==> config.mk <==
export PLATFORM = sky130hd
export DESIGN_NAME = inv_mix_columns
export DESIGN_NICKNAME = d
export VERILOG_FILES = /design/src/rtl/aes_pkg.sv /design/src/rtl/gf_col_mix.sv /design/src/rtl/inv_mix_columns.sv
export SDC_FILE = /design/constraint.sdc
export NUM_CORES = 1
export LEC_CHECK = 0
export CORE_ASPECT_RATIO = 2
export CORE_MARGIN = 3
export CORE_UTILIZATION = 47
export DETAILED_ROUTE_END_ITERATION = 16
export PLACE_DENSITY = 0.83
export SLEW_MARGIN = 20
export SYNTH_ARGS = -nofsm -noshare
export SYNTH_HDL_FRONTEND = slang
export SYNTH_SLANG_ARGS = --single-unit
==> constraint.sdc <==
create_clock -name clk -period 4.2 [get_ports clk]
set_input_delay 0.84 -clock clk [delete_from_list [all_inputs] [get_ports clk]]
set_output_delay 0.84 -clock clk [all_outputs]
set_load 0.01 [all_outputs]
==> src/rtl/aes_pkg.sv <==
// Shared AES types and GF(2^8) helpers for the round datapath.
package aes_pkg;

    localparam logic [7:0] AES_POLY = 8'h1b;

    typedef logic [7:0] byte_t;
    // Index 0 is the most significant byte, matching AES column-major byte order.
    typedef logic [0:3][7:0] col_t;

    typedef enum logic [1:0] {
        IDLE,
        BUSY,
        DONE
    } state_t;

    function automatic byte_t xtime(input byte_t x);
        return {x[6:0], 1'b0} ^ (x[7] ? AES_POLY : 8'h00);
    endfunction

endpackage

==> src/rtl/gf_col_mix.sv <==
// Combinational one-column (Inv)MixColumns multiply; no latency, no flow control.
// Forward matrix and the fwd_i select exist only when INV_MIX_FWD_EN is defined.
module gf_col_mix
    import aes_pkg::*;
(
    input  col_t col_i,
`ifdef INV_MIX_FWD_EN
    input  logic fwd_i,
`endif
    output col_t col_o
);

    byte_t x1 [4];
    byte_t x2 [4];
    byte_t x4 [4];
    byte_t x8 [4];
    byte_t m9 [4];
    byte_t mb [4];
    byte_t md [4];
    byte_t me [4];
    col_t  inv_col;

    for (genvar j = 0; j < 4; j++) begin : g_byte
        assign x1[j] = col_i[j];
        assign x2[j] = xtime(x1[j]);
        assign x4[j] = xtime(x2[j]);
        assign x8[j] = xtime(x4[j]);
        assign m9[j] = x8[j] ^ x1[j];
        assign mb[j] = x8[j] ^ x2[j] ^ x1[j];
        assign md[j] = x8[j] ^ x4[j] ^ x1[j];
        assign me[j] = x8[j] ^ x4[j] ^ x2[j];
    end

    // Each output row is the {0e,0b,0d,09} row rotated right by its index.
    assign inv_col[0] = me[0] ^ mb[1] ^ md[2] ^ m9[3];
    assign inv_col[1] = m9[0] ^ me[1] ^ mb[2] ^ md[3];
    assign inv_col[2] = md[0] ^ m9[1] ^ me[2] ^ mb[3];
    assign inv_col[3] = mb[0] ^ md[1] ^ m9[2] ^ me[3];

`ifdef INV_MIX_FWD_EN
    col_t fwd_col;

    assign fwd_col[0] = x2[0] ^ x2[1] ^ x1[1] ^ x1[2] ^ x1[3];
    assign fwd_col[1] = x1[0] ^ x2[1] ^ x2[2] ^ x1[2] ^ x1[3];
    assign fwd_col[2] = x1[0] ^ x1[1] ^ x2[2] ^ x2[3] ^ x1[3];
    assign fwd_col[3] = x2[0] ^ x1[0] ^ x1[1] ^ x1[2] ^ x2[3];

    assign col_o = fwd_i ? fwd_col : inv_col;
`else
    assign col_o = inv_col;
`endif

endmodule

==> src/rtl/inv_mix_columns.sv <==
// Iterative InvMixColumns, one column per cycle: result valid 4 edges after accept.
// Holds out_data in DONE until out_ready; no input accepted while busy. INV_MIX_FWD_EN adds fwd mode.
module inv_mix_columns
    import aes_pkg::*;
(
    input  logic         clk,
    input  logic         rst,
    input  logic         in_valid,
    output logic         in_ready,
    input  logic [127:0] in_data,
    output logic         out_valid,
    input  logic         out_ready,
    output logic [127:0] out_data
`ifdef INV_MIX_FWD_EN
    ,
    input  logic         fwd
`endif
);

    state_t       state_q, state_d;
    logic [1:0]   col_q, col_d;
    logic [127:0] data_q, data_d;
    // Keeps in_ready low for the reset cycle itself, rising at the first edge out of reset.
    logic         rdy_q;
    col_t         cur_col;
    col_t         mixed_col;

`ifdef INV_MIX_FWD_EN
    logic         mode_q, mode_d;
`endif

    always_comb begin
        cur_col = data_q[127:96];
        case (col_q)
            2'd0:    cur_col = data_q[127:96];
            2'd1:    cur_col = data_q[95:64];
            2'd2:    cur_col = data_q[63:32];
            default: cur_col = data_q[31:0];
        endcase
    end

    gf_col_mix u_gf_col_mix (
        .col_i (cur_col),
`ifdef INV_MIX_FWD_EN
        .fwd_i (mode_q),
`endif
        .col_o (mixed_col)
    );

    always_comb begin
        state_d = state_q;
        col_d   = col_q;
        data_d  = data_q;
`ifdef INV_MIX_FWD_EN
        mode_d  = mode_q;
`endif
        case (state_q)
            IDLE: begin
                if (in_valid && rdy_q) begin
                    data_d  = in_data;
                    col_d   = 2'd0;
                    state_d = BUSY;
`ifdef INV_MIX_FWD_EN
                    mode_d  = fwd;
`endif
                end
            end
            BUSY: begin
                case (col_q)
                    2'd0:    data_d[127:96] = mixed_col;
                    2'd1:    data_d[95:64]  = mixed_col;
                    2'd2:    data_d[63:32]  = mixed_col;
                    default: data_d[31:0]   = mixed_col;
                endcase
                col_d = col_q + 2'd1;
                if (col_q == 2'd3) begin
                    state_d = DONE;
                end
            end
            DONE: begin
                if (out_ready) begin
                    state_d = IDLE;
                end
            end
            default: state_d = IDLE;
        endcase
    end

    always_ff @(posedge clk) begin
        if (!rst) begin
            state_q <= IDLE;
            col_q   <= 2'd0;
            data_q  <= '0;
            rdy_q   <= 1'b0;
`ifdef INV_MIX_FWD_EN
            mode_q  <= 1'b0;
`endif
        end else begin
            state_q <= state_d;
            col_q   <= col_d;
            data_q  <= data_d;
            rdy_q   <= 1'b1;
`ifdef INV_MIX_FWD_EN
            mode_q  <= mode_d;
`endif
        end
    end

    assign in_ready  = (state_q == IDLE) && rdy_q;
    assign out_valid = (state_q == DONE);
    assign out_data  = data_q;

endmodule

Yosys cells after proc, flatten, opt, wreduce, memory -nomap -nowiden
Index checks and enable logic that the tools add are counted.
Cells by class
  reduce and logical (&&, ||, !) cells: 12
  mux-type cells: 26
  bitwise gates (word level): 48
  add/subtract/negate cells: 1
  eq/ne operators: 12
Operator list (number)
  $xor 8x8->8: 48
  $pmux 128 s2: 1
  $mux 128: 1
  $mux 32: 4
  $pmux 32 s3: 1
  $mux 5: 12
  $reduce_and 3->1: 5
  $mux 2: 4
  $ne 2x1->1 const B: 4
  $eq 2x2->1 const B: 3
  $ne 2x2->1 const B: 3
  $pmux 2 s3: 1
  $eq 2x1->1 const B: 2
  $logic_not 2->1: 2
  $pmux 2 s2: 1
  $reduce_or 3->1: 1
  $add 2x1->2 const B: 1
  $logic_and 1x1->1: 2
  $reduce_and 2->1: 1
  $reduce_bool 2->1: 1
  $mux 1: 1
Storage, ports and cells
  logic and storage cells: 106
  bits of input ports: 132
  register bits after elaboration: 133

Longest topological paths before layout
Gate-level depths: netlist of run 1.
  depth after elaboration: 15
  gate-level depth with buffers: 14

Cells and area by module
Synthesis of run 1 repeated with hierarchy kept, for this count alone.
Second synthesis, totals
  cell total of the unflattened synthesis: 979
  area total of the unflattened synthesis: 9177.6 µm²
Modules (own cells, without submodules)
  inv_mix_columns: cells an instance 765, area an instance 7098.1 µm², sequential area each 2662.6 µm², instances 1
  gf_col_mix: cells an instance 214, area an instance 2079.5 µm², sequential area each 0.0 µm², instances 1

Worst setup path before layout of run 1
No wires, ideal clock.
  path kind: flip-flop to flip-flop
  start: reg col_q[0]
  end: reg data_q[115] (netlist: out_data[115])
  required time: 4.126 ns
  arrival: 3.072 ns
  buffers on the path: 2
  slack: 1.054 ns
  stages on the path, launching flop included: 13
  cells stage by stage: dfxtp_1 -> inv_1 -> ha_1 -> buf_2 -> buf_2 -> a222oi_1 -> xor2_1 -> a21oi_1 -> xor2_1 -> xnor3_1 -> xnor2_1 -> nand2_1 -> a31oi_1
On the way
  word-level cells in the longest chain between the ends: 13
  elaborated cells on any way between the ends: 40
  classes of those cells: 3 x eq/ne; 13 x mux; 22 x bitwise; 2 x reduce/logical
Ends and longest elaborated chain
  start, declared: RTL line inv_mix_columns.sv:21  | logic [1:0] col_q, col_d;
  start signal, assigned: RTL line inv_mix_columns.sv:100  | col_q <= col_d;
  $eq 2x2->1 (tied with other cells): RTL line inv_mix_columns.sv:34  | case (col_q)
  $pmux 32 s3: RTL line inv_mix_columns.sv:34
  $mux 5 or $xor 8x8->8 (tied branches): RTL line aes_pkg.sv:17  | return {x[6:0], 1'b0} ^ (x[7] ? AES_POLY : 8'h00);
  $xor 8x8->8: RTL line aes_pkg.sv:17
  $xor 8x8->8 or $mux 5 (tied branches): RTL line aes_pkg.sv:17
  $xor 8x8->8: RTL line aes_pkg.sv:17
  $xor 8x8->8 (2 in a row): RTL line gf_col_mix.sv:31  | assign me[j] = x8[j] ^ x4[j] ^ x2[j];
  $xor 8x8->8 (3 in a row): RTL line gf_col_mix.sv:36  | assign inv_col[1] = m9[0] ^ me[1] ^ mb[2] ^ md[3];
  $mux 32: RTL line inv_mix_columns.sv:69  | case (col_q)
  $pmux 128 s2: RTL line inv_mix_columns.sv:57  | case (state_q)
  end signal, assigned: RTL line inv_mix_columns.sv:101  | data_q <= data_d;
  end, declared: RTL line inv_mix_columns.sv:22  | logic [127:0] data_q, data_d;
Several ways; a longest one is shown, not always the timed one. The select of a mux whose other input is x is not followed.
A chain may end at the register's enable or synchronous reset.

Worst setup path in the final report of run 1
  start: reg col_q[1]
  end: reg data_q[13] (netlist: out_data[13])
On the way
  word-level cells in the longest chain between the ends: 13
  elaborated cells on any way between the ends: 39
  classes of those cells: 3 x eq/ne; 11 x mux; 22 x bitwise; 3 x reduce/logical
Ends and longest elaborated chain
  $eq 2x2->1 (tied with other cells): RTL line inv_mix_columns.sv:34, inv_mix_columns.sv:69
  $pmux 32 s3: RTL line inv_mix_columns.sv:34
  $mux 5 or $xor 8x8->8 (tied branches): RTL line aes_pkg.sv:17
  $xor 8x8->8 or $mux 5 (tied branches): RTL line aes_pkg.sv:17
  $xor 8x8->8 (2 in a row): RTL line aes_pkg.sv:17
  $xor 8x8->8 (2 in a row): RTL line gf_col_mix.sv:30  | assign md[j] = x8[j] ^ x4[j] ^ x1[j];
  $xor 8x8->8 (3 in a row): RTL line gf_col_mix.sv:37  | assign inv_col[2] = md[0] ^ m9[1] ^ me[2] ^ mb[3];
  $mux 32: RTL line inv_mix_columns.sv:69
  $pmux 128 s2: RTL line inv_mix_columns.sv:57
Several ways; a longest one is shown, not always the timed one. The select of a mux whose other input is x is not followed.

==> results of run 1 <==
==> per-stage QoR <==
| stage | hold WS [ns] | power [µW] | utilization (%) |
|---|---|---|---|
| after floorplan | 0.4874 | 4143 | - |
| after global placement | 0.4773 | 5462 | 65.95 |
| after detailed placement | 0.4847 | 5453 | 65.95 |
| after CTS | 0.4947 | 6976 | 69.47 |
| after global routing | 0.5221 | 7301 | 69.47 |
| final | 0.4968 | 7008 | 69.47 |
==> final timing paths <==
check | endpoint
min reg2reg | out_data[59]
max reg2reg | out_data[13]
max | out_data[13]
min | out_data[59]
==> state kept, by name, summed over array words and instances (netlist names) <==
| signal | count |
|---|---|
| state_q | 2 |
| rdy_q | 1 |
| col_q | 2 |
| out_data | 128 |
==> power by group <==
| group | switching [µW] | leakage (µW) | internal [µW] |
|---|---|---|---|
| combinational | 2130 | 0.00300 | 1820 |
| sequential | 150 | 0.00110 | 1400 |
| clock | 661 | 0.000287 | 846 |
| total | 2940 | 0.00439 | 4070 |
==> per-layer routing <==
layer	up-vias	GRT usage [%]	part of all wire (%)
met5	-	0	0
met1	4159	37.47	32
met2	609	63.91	51
met3	165	5.925	7.1
met4	0	31.19	9.9
li1	4059	-	-
==> logic make-up after synthesis <==
family,share of synthesized area (%)
XOR/XNOR,24.95
multiplexers,0.1692
AO/OA/AOI/OAI,25.65
adder cells (fa/ha/maj),0.6154
AND/OR/NAND/NOR,11.94
flip-flops,32.74
buffers and inverters,3.938
==> final cells by class <==
class                   count  area (µm²)  share of cell area, %
clock inverters            15       166.4                  1.422
flip-flops and latches    133        2663                  22.75
inverters                   3       11.26                0.09621
clock buffers              17       425.4                  3.634
multi-input cells         781        5175                  44.21
well taps                 207       259.0                  2.213
repair buffers            312        3005                  25.68
==> worst register-to-register path, cell delays in order (launching register included) <==
cell	delay (ns)
sky130_fd_sc_hd__dfxtp_1	0.39
sky130_fd_sc_hd__inv_1	0.09
sky130_fd_sc_hd__ha_1	0.27
sky130_fd_sc_hd__buf_4	0.22
sky130_fd_sc_hd__a222oi_1	0.69
sky130_fd_sc_hd__xnor2_1	0.23
sky130_fd_sc_hd__mux2i_2	0.37
sky130_fd_sc_hd__xnor3_1	0.48
sky130_fd_sc_hd__xor2_1	0.35
sky130_fd_sc_hd__xnor2_1	0.18
sky130_fd_sc_hd__xnor2_1	0.09
sky130_fd_sc_hd__nor2_2	0.19
sky130_fd_sc_hd__o22ai_1	0.12
==> layout by cell type, fill, tap and decap left out, types with 2 or more instances in the layout <==
cell type                         instances
sky130_fd_sc_hd__and2_1                   2
sky130_fd_sc_hd__xnor2_1                152
sky130_fd_sc_hd__xor2_1                  42
sky130_fd_sc_hd__ha_1                     4
sky130_fd_sc_hd__o211ai_1                16
sky130_fd_sc_hd__a21oi_1                 31
sky130_fd_sc_hd__o21ai_1                  4
sky130_fd_sc_hd__xnor2_2                  5
sky130_fd_sc_hd__nand2_1                168
sky130_fd_sc_hd__o21ai_0                110
sky130_fd_sc_hd__inv_6                    3
sky130_fd_sc_hd__clkinv_4                 2
sky130_fd_sc_hd__xnor3_1                  7
sky130_fd_sc_hd__nand2_2                  4
sky130_fd_sc_hd__a21oi_2                  7
sky130_fd_sc_hd__nor2_2                   2
sky130_fd_sc_hd__clkinvlp_4               2
sky130_fd_sc_hd__o221ai_1                 4
sky130_fd_sc_hd__o22ai_1                 16
sky130_fd_sc_hd__dfxtp_1                133
sky130_fd_sc_hd__nor2_1                  20
sky130_fd_sc_hd__a21boi_0                 2
sky130_fd_sc_hd__buf_4                   51
sky130_fd_sc_hd__nand3_1                  6
sky130_fd_sc_hd__nand4_1                  4
sky130_fd_sc_hd__inv_8                    5
sky130_fd_sc_hd__a222oi_1                32
sky130_fd_sc_hd__nor2b_1                 23
sky130_fd_sc_hd__clkdlybuf4s50_1        260
sky130_fd_sc_hd__inv_1                    2
sky130_fd_sc_hd__clkbuf_16               17
sky130_fd_sc_hd__a31oi_1                108
==> results summary, run 1 <==
The H-tree depth reported by CTS is 4. The cell that appears most often on the critical path is sky130_fd_sc_hd__xnor2_1. The final routed DRC violation total came out at 0. The number of pins exceeding their max-slew limit in the final report came out at 0. The proportion of layout cells with a drive suffix above 1 came out at ~8.8%. The critical path contains buffers and inverters numbering 2 combined.

The number of antenna repair diodes came out at 0. The number of nets still failing antenna checks after routing came out at 0. Headroom to the max-slew limit came out at roughly two fifths. The average instance area after synthesis came out at roughly 8.2 µm². The net count after synthesis is 1131. The run finished with clean final reports. The I/O pin total is 262. At the end of routability-driven placement, the weighted congestion stood at 1.059. Power spread over the standard cell area amounts to around 600 mW/mm². Post-CTS timing repair inserted 0 buffers for setup. Timing analysis after detailed placement gives a worst setup slack of around 0.42 ns.

Of the synthesized area, sequential elements account for 32.74%. Compared with the post-synthesis result, the final layout area differs by 43.92%. The startpoint identified for the worst hold timing path is out_data[59].

The maximum clock skew at final layout is 0.01499 ns. The maximum VDD drop came out at between 300 and 400 µV. The worst hold path passes through 2 cells. The critical path class is reg2reg. On the critical path, the stage with the largest delay is an instance of sky130_fd_sc_hd__a222oi_1. In this run the number of cells on the critical path is 12. The post-route non-filler standard cell count is 1468. The number of buffers added to fix hold violations after cts is 0. The transition time at the pin with the least slew margin is ~0.89 ns. The worst path arrival time is about 4.1 ns. The ratio of final minimum period to clock period is 91.30%. After synthesis, the cell types taking the most area are sky130_fd_sc_hd__dfxtp_1 33%, sky130_fd_sc_hd__xnor2_1 16%, sky130_fd_sc_hd__a31oi_1 8.3%. In this run the worst path has a maximum fanout of 10. The total overflow reported by the global router came out at 0.

The endpoint required time on the critical path is 4.46 ns. CTS placed an instance of sky130_fd_sc_hd__clkbuf_16 at the clock tree root. The worst setup path is launched from a flop.

The number of instances in the synthesized netlist is around 1000. The final-layout fill cell count came out at ~1400. The commonest register cell after synthesis is sky130_fd_sc_hd__dfxtp_1.

By count the netlist is led by 172 x sky130_fd_sc_hd__nand2_1, 152 x sky130_fd_sc_hd__xnor2_1, 133 x sky130_fd_sc_hd__dfxtp_1. The clock latency at the later pin of the worst-skew pair came out at 0.43 ns. The routed layout has 8992 vias. The final non-filler cell area is approximately 0.012 mm².

The number of enable-type register cells in the synthesized netlist came out at 0. The wire length after detailed routing came out at around 36 mm. The clock slew at the register clock pins of the worst setup and hold paths is approximately 0.060 ns. After synthesis, the share of flip-flops with an asynchronous set or reset is 0%. The internal reg-to-reg setup slack came out at about 0.37 ns. The number of rows in the core area came out at 67. The total track usage is 36.70%.

Tracing the worst setup path back leads to its startpoint at col_q[1]. TritonCTS built the clock tree. Yosys printed 0 warnings. The DRC marker count from the first detailed-route iteration is about 760. The setup slack after layout came out at 0.3655 ns. The layout net count came out at between 1000 and 1500. The worst-case clock buffer depth is 2.

The total standard cell area after synthesis came out at a little over 0.008 mm². Clock tree synthesis found a total of 133 sinks. The number of hold-slack violations in the final timing report is 0.

The tightest min-delay check is of the reg2reg type. The total setup violations reported at the end of the flow came out at 0. The minimum period implied by the final worst setup slack is between 3 and 4 ns. The netlist uses 39 different library cells. The HPWL after detailed placement is between 20 and 30 mm. The width of the die is approximately 100 µm. Setup total negative slack on the finished layout was measured at 0 ns. The count of placed standard cells including taps came out at between 1000 and 1500. The initial standard-cell utilization of the core is 48.27%.

The number of port buffers is between 200 and 300. The TritonCTS buffer count is 17. By instance count, the leading cell after synthesis is sky130_fd_sc_hd__nand2_1.

The number of register bits inferred by synthesis is between 100 and 150. The startpoint of the most critical register-to-register path is col_q[1]. The number of cells on the worst reg-to-reg path is 12. The wire length per cell is ~24 µm. Entering global routing, the biggest net connects between 80 and 90 pins.

Walking the worst path, the cells encountered are inv_1, ha_1, buf_4, a222oi_1, xnor2_1, mux2i_2, xnor3_1, xor2_1, xnor2_1, xnor2_1, nor2_2, o22ai_1. The leading area contributor after synthesis is sky130_fd_sc_hd__dfxtp_1. The wire length of the first global-routing pass came out at 52.56 mm. For this design the static power due to leakage is 0.004385 µW. Gates resized during post-CTS repair numbered 0. The total die area is 0.01901 mm². The iteration count of the initial detailed-routing pass is 7. The area share of the largest cell type after synthesis came out at between 30% and 40%. The count of max-cap constraint violations is 0. The detail-routed via count per cell is 6.125.

The via count of the first global-routing pass is a little under 9000. The largest single stage delay on the critical path is 0.68 ns. The number of antenna violations at the first check in global routing came out at 0. The dominant delay contributor by cell family on the critical path is XOR/XNOR gates.

The instance area after placement came out at about 0.011 mm². The total area inside the core boundary comes to around 0.017 mm². The endpoint kind of the worst setup timing path is a flop. The highest achievable clock rate came out at between 200 and 300 MHz. Setup repair after global routing left no endpoint under its margin. The die outline height came out at just under 200 µm.
Note: power is estimated with default switching activity, not from simulation.
==> inputs of run 2 (changes only) <==
--- a/config.mk
+++ b/config.mk
@@ -5,11 +5,13 @@
 export SDC_FILE = /design/constraint.sdc
 export NUM_CORES = 1
 export LEC_CHECK = 0
+export CELL_PAD_IN_SITES_DETAIL_PLACEMENT = 2
+export CELL_PAD_IN_SITES_GLOBAL_PLACEMENT = 2
 export CORE_ASPECT_RATIO = 2
 export CORE_MARGIN = 3
-export CORE_UTILIZATION = 47
+export CORE_UTILIZATION = 26
 export DETAILED_ROUTE_END_ITERATION = 16
-export PLACE_DENSITY = 0.83
+export PLACE_DENSITY = 0.82
 export SLEW_MARGIN = 20
 export SYNTH_ARGS = -nofsm -noshare
 export SYNTH_HDL_FRONTEND = slang
==> run 2 against run 1 <==
Effect of this change:
- clock skew is 0.0030 ns lower
- largest power group unchanged
- critical path type unchanged
- global-route usage is 11 points lower
- fmax is 4.8% lower
==> results summary, run 2 (synthesis results as in run 1) <==
The run finished with clean final reports. The wire length per cell came out at about 26 µm. The final-layout fill cell count came out at roughly 3400.

The transition time at the pin with the least slew margin came out at 1.028 ns. The minimum period implied by the final worst setup slack is between 4 and 5 ns. The clock passes through at most 2 buffers. The detailed-route via count is between 9000 and 10000. The capture point of the worst path is out_data[35].

The critical path is of the reg2reg type. In this run, post-CTS repair resized a total of 0 instances. The via count of the first global-routing pass came out at 9896. TritonCTS built the clock tree.

The number of hold-slack violations in the final timing report is 0. The maximum fanout along the worst path came out at 23. Counting both buffers and inverters, the worst setup path holds a total of 2. The count of max-cap constraint violations is 0. The number of nets still failing antenna checks after routing is 0. The first global-routing pass estimated between 60 and 70 mm of wire.

The clock latency at the later pin of the worst-skew pair came out at 0.46 ns. The H-tree was split into 4 levels. The sequential cell area in the final layout came out at approximately 0.0027 mm². The total die area is around 0.034 mm². Across the routed clock network, the largest skew measured is around 0.012 ns. STA classifies the critical path startpoint as a flop. Dividing the final minimum period by the clock period gives 95.91%. The number of rows in the core area came out at between 90 and 100.

The DRC marker count from the first detailed-route iteration is approximately 660. The tree built by TritonCTS fans out to 133 sinks. The startpoint of the most critical register-to-register path is col_q[0]. The final routed DRC violation total came out at 0.

The worst slack at placement came out at ~0.18 ns. The detailed router used layers up to and including met4. The detail-routed via count per cell came out at 5.352. The number of antenna violations at the first check in global routing came out at 3. The leakage power total came out at around 0.0044 µW.

Traced cell by cell, the critical path runs through inv_1, ha_1, buf_4, a222oi_1, xor2_1, o21ai_1, xor2_1, xnor3_1, xnor2_1, nand2_1, a31oi_1. The met2 wire length came out at 24.51 mm. In this run the power density over the cells is a little over 600 mW/mm².

The setup slack after layout came out at around 0.17 ns. The critical-path cell with the highest stage delay is sky130_fd_sc_hd__a222oi_1. Once the floorplan was initialized, standard cells occupied a little over a quarter of the core. The wire length after detailed routing came out at 44.06 mm. In this design, the critical path's most frequently occurring cell is sky130_fd_sc_hd__xor2_1. The register with the most flip-flops in the layout has approximately 130 of them. The critical path starts at col_q[0]. Setup repair after global routing left no endpoint under its margin. The width of the die came out at roughly 130 µm. The worst setup path is captured at a flop. The total setup violations reported at the end of the flow is 0.

In this run the tightest slew margin relative to its limit is between 30 and 40%. The maximum VDD drop is around 420 µV. For the worst setup path, the data required time is approximately 4.6 ns. Once layout is done, the placed cells without fillers occupy approximately 0.012 mm². Leaving out fill and tap cells, the most frequent cell in the layout is sky130_fd_sc_hd__clkdlybuf4s50_1. The highest achievable clock rate came out at approximately 250 MHz. The path class of the tightest hold or removal check is reg2reg.

Global routing used 26.07% of the available tracks across all layers. In the final routing, the length of wire on met1 measures ~15 mm. The tree is rooted in a sky130_fd_sc_hd__clkbuf_16. In this run the cell area measured after placement is between 0.01 and 0.015 mm². The kind of cell with the highest combined delay along the critical path is XOR/XNOR gates. The clock slew at the register clock pins of the worst setup and hold paths came out at approximately 0.06 ns. The area used by multi-input combinational logic is between 0.005 and 0.006 mm².

For this design, the CTS-stage hold fixing added 0 buffers. The routability congestion estimate from global placement is around 1.0. The die outline height is 256.1 µm. The layout net count is about 1400. The first TritonRoute pass finished after 6 iterations. TritonCTS created 17 clock buffers. Entering global routing, the biggest net connects between 70 and 80 pins. In this run the critical register-to-register path is captured at out_data[35]. Overall power consumption after layout is estimated at around 7300 µW. The depth of the most critical reg-to-reg path came out at 11. Buffers placed on the I/O ports in this run total 261. The HPWL after detailed placement is approximately 34 mm. On the worst path, the slowest cell contributes a delay of approximately 0.80 ns. The met3 wire length is ~1.3 mm. The I/O pin total is about 260.

The final standard cell utilization of the core came out at between 30% and 40%. The proportion of layout cells with a drive suffix above 1 is 9.012%. The internal reg-to-reg setup slack came out at 0.17 ns. For the final routed database, the setup TNS stands at 0 ns. In this run the number of cells on the critical path is 11. The area of the core is a little over 0.03 mm². The area growth from synthesis to layout is 48.60%. The worst path arrival time came out at 4.40 ns.

The number of pins exceeding their max-slew limit in the final report is 0. In the layout the commonest cells are 260 x sky130_fd_sc_hd__clkdlybuf4s50_1, 168 x sky130_fd_sc_hd__nand2_1, 152 x sky130_fd_sc_hd__xnor2_1. The total overflow left after global routing is 0.
==> run 2: cell types whose count changed in the layout (fill, tap and decap cells not counted) <==
cell | before | now
sky130_fd_sc_hd__clkinv_8 | 1 | 0
sky130_fd_sc_hd__inv_8 | 5 | 0
sky130_fd_sc_hd__diode_2 | 0 | 2
sky130_fd_sc_hd__buf_4 | 51 | 50
sky130_fd_sc_hd__bufinv_16 | 1 | 2
sky130_fd_sc_hd__clkbuf_8 | 0 | 3
sky130_fd_sc_hd__clkinv_4 | 2 | 1
sky130_fd_sc_hd__buf_12 | 1 | 7
sky130_fd_sc_hd__clkinv_2 | 1 | 2
sky130_fd_sc_hd__clkbuf_1 | 0 | 1
==> run 2: worst min path at each step <==
stage                      start  slack [ns]      endpoint  depth (start not counted)
finish              out_data[45]        0.50  out_data[45]                          2
detailed placement  out_data[45]        0.49  out_data[45]                          2
floorplan               col_q[1]        0.49      col_q[1]                          2
global placement    out_data[45]        0.48  out_data[45]                          2
global route        out_data[45]        0.52  out_data[45]                          2
CTS                 out_data[45]        0.51  out_data[45]                          2
==> run 2: area by class of cell <==
type	instances	area share, %
Antenna cell	2	0.04141
Clock buffer	21	3.893
Clock inverter	10	0.9939
Inverter	3	0.09318
Multi-Input combinational cell	781	42.82
Sequential cell	133	22.03
Tap cell	418	4.328
Timing Repair Buffer	317	25.80
==> run 2: per-stage QoR <==
step                hold WS, ns  instances
floorplan                0.4874        995
global placement         0.4826       1652
detailed placement       0.4944       1652
CTS                      0.5076       1683
global route             0.5223       1685
finish                   0.5021       1685
==> run 2: repair_timing <==
| action | in CTS | in global routing |
|---|---|---|
| setup endpoints to repair | 0 | 1 |
| endpoints found under the hold margin | 0 | 0 |
| buffers inserted | 0 | 0 |
==> run 2: metal layers <==
layer  track usage, %  vias to the layer above
met4            16.79                        0
met1            26.04                     4546
li1                 -                     4074
met3            2.882                      114
met2            48.78                      284
met5                0                        -
==> run 2: where the power goes <==
part	leakage (µW)	switching [µW]	total [µW]	internal, µW
clock network	0.000286	628	1550	920
registers	0.00110	155	1550	1400
logic	0.00305	2330	4240	1910
==> run 2: worst register-to-register path, cell delays in order (launching register included) <==
cell and delay [ns]:
sky130_fd_sc_hd__dfxtp_1 0.40, sky130_fd_sc_hd__inv_1 0.11, sky130_fd_sc_hd__ha_1 0.23, sky130_fd_sc_hd__buf_4 0.24
sky130_fd_sc_hd__a222oi_1 0.83, sky130_fd_sc_hd__xor2_1 0.16, sky130_fd_sc_hd__o21ai_1 0.33, sky130_fd_sc_hd__xor2_1 0.44
sky130_fd_sc_hd__xnor3_1 0.45, sky130_fd_sc_hd__xnor2_1 0.33, sky130_fd_sc_hd__nand2_1 0.22, sky130_fd_sc_hd__a31oi_1 0.21
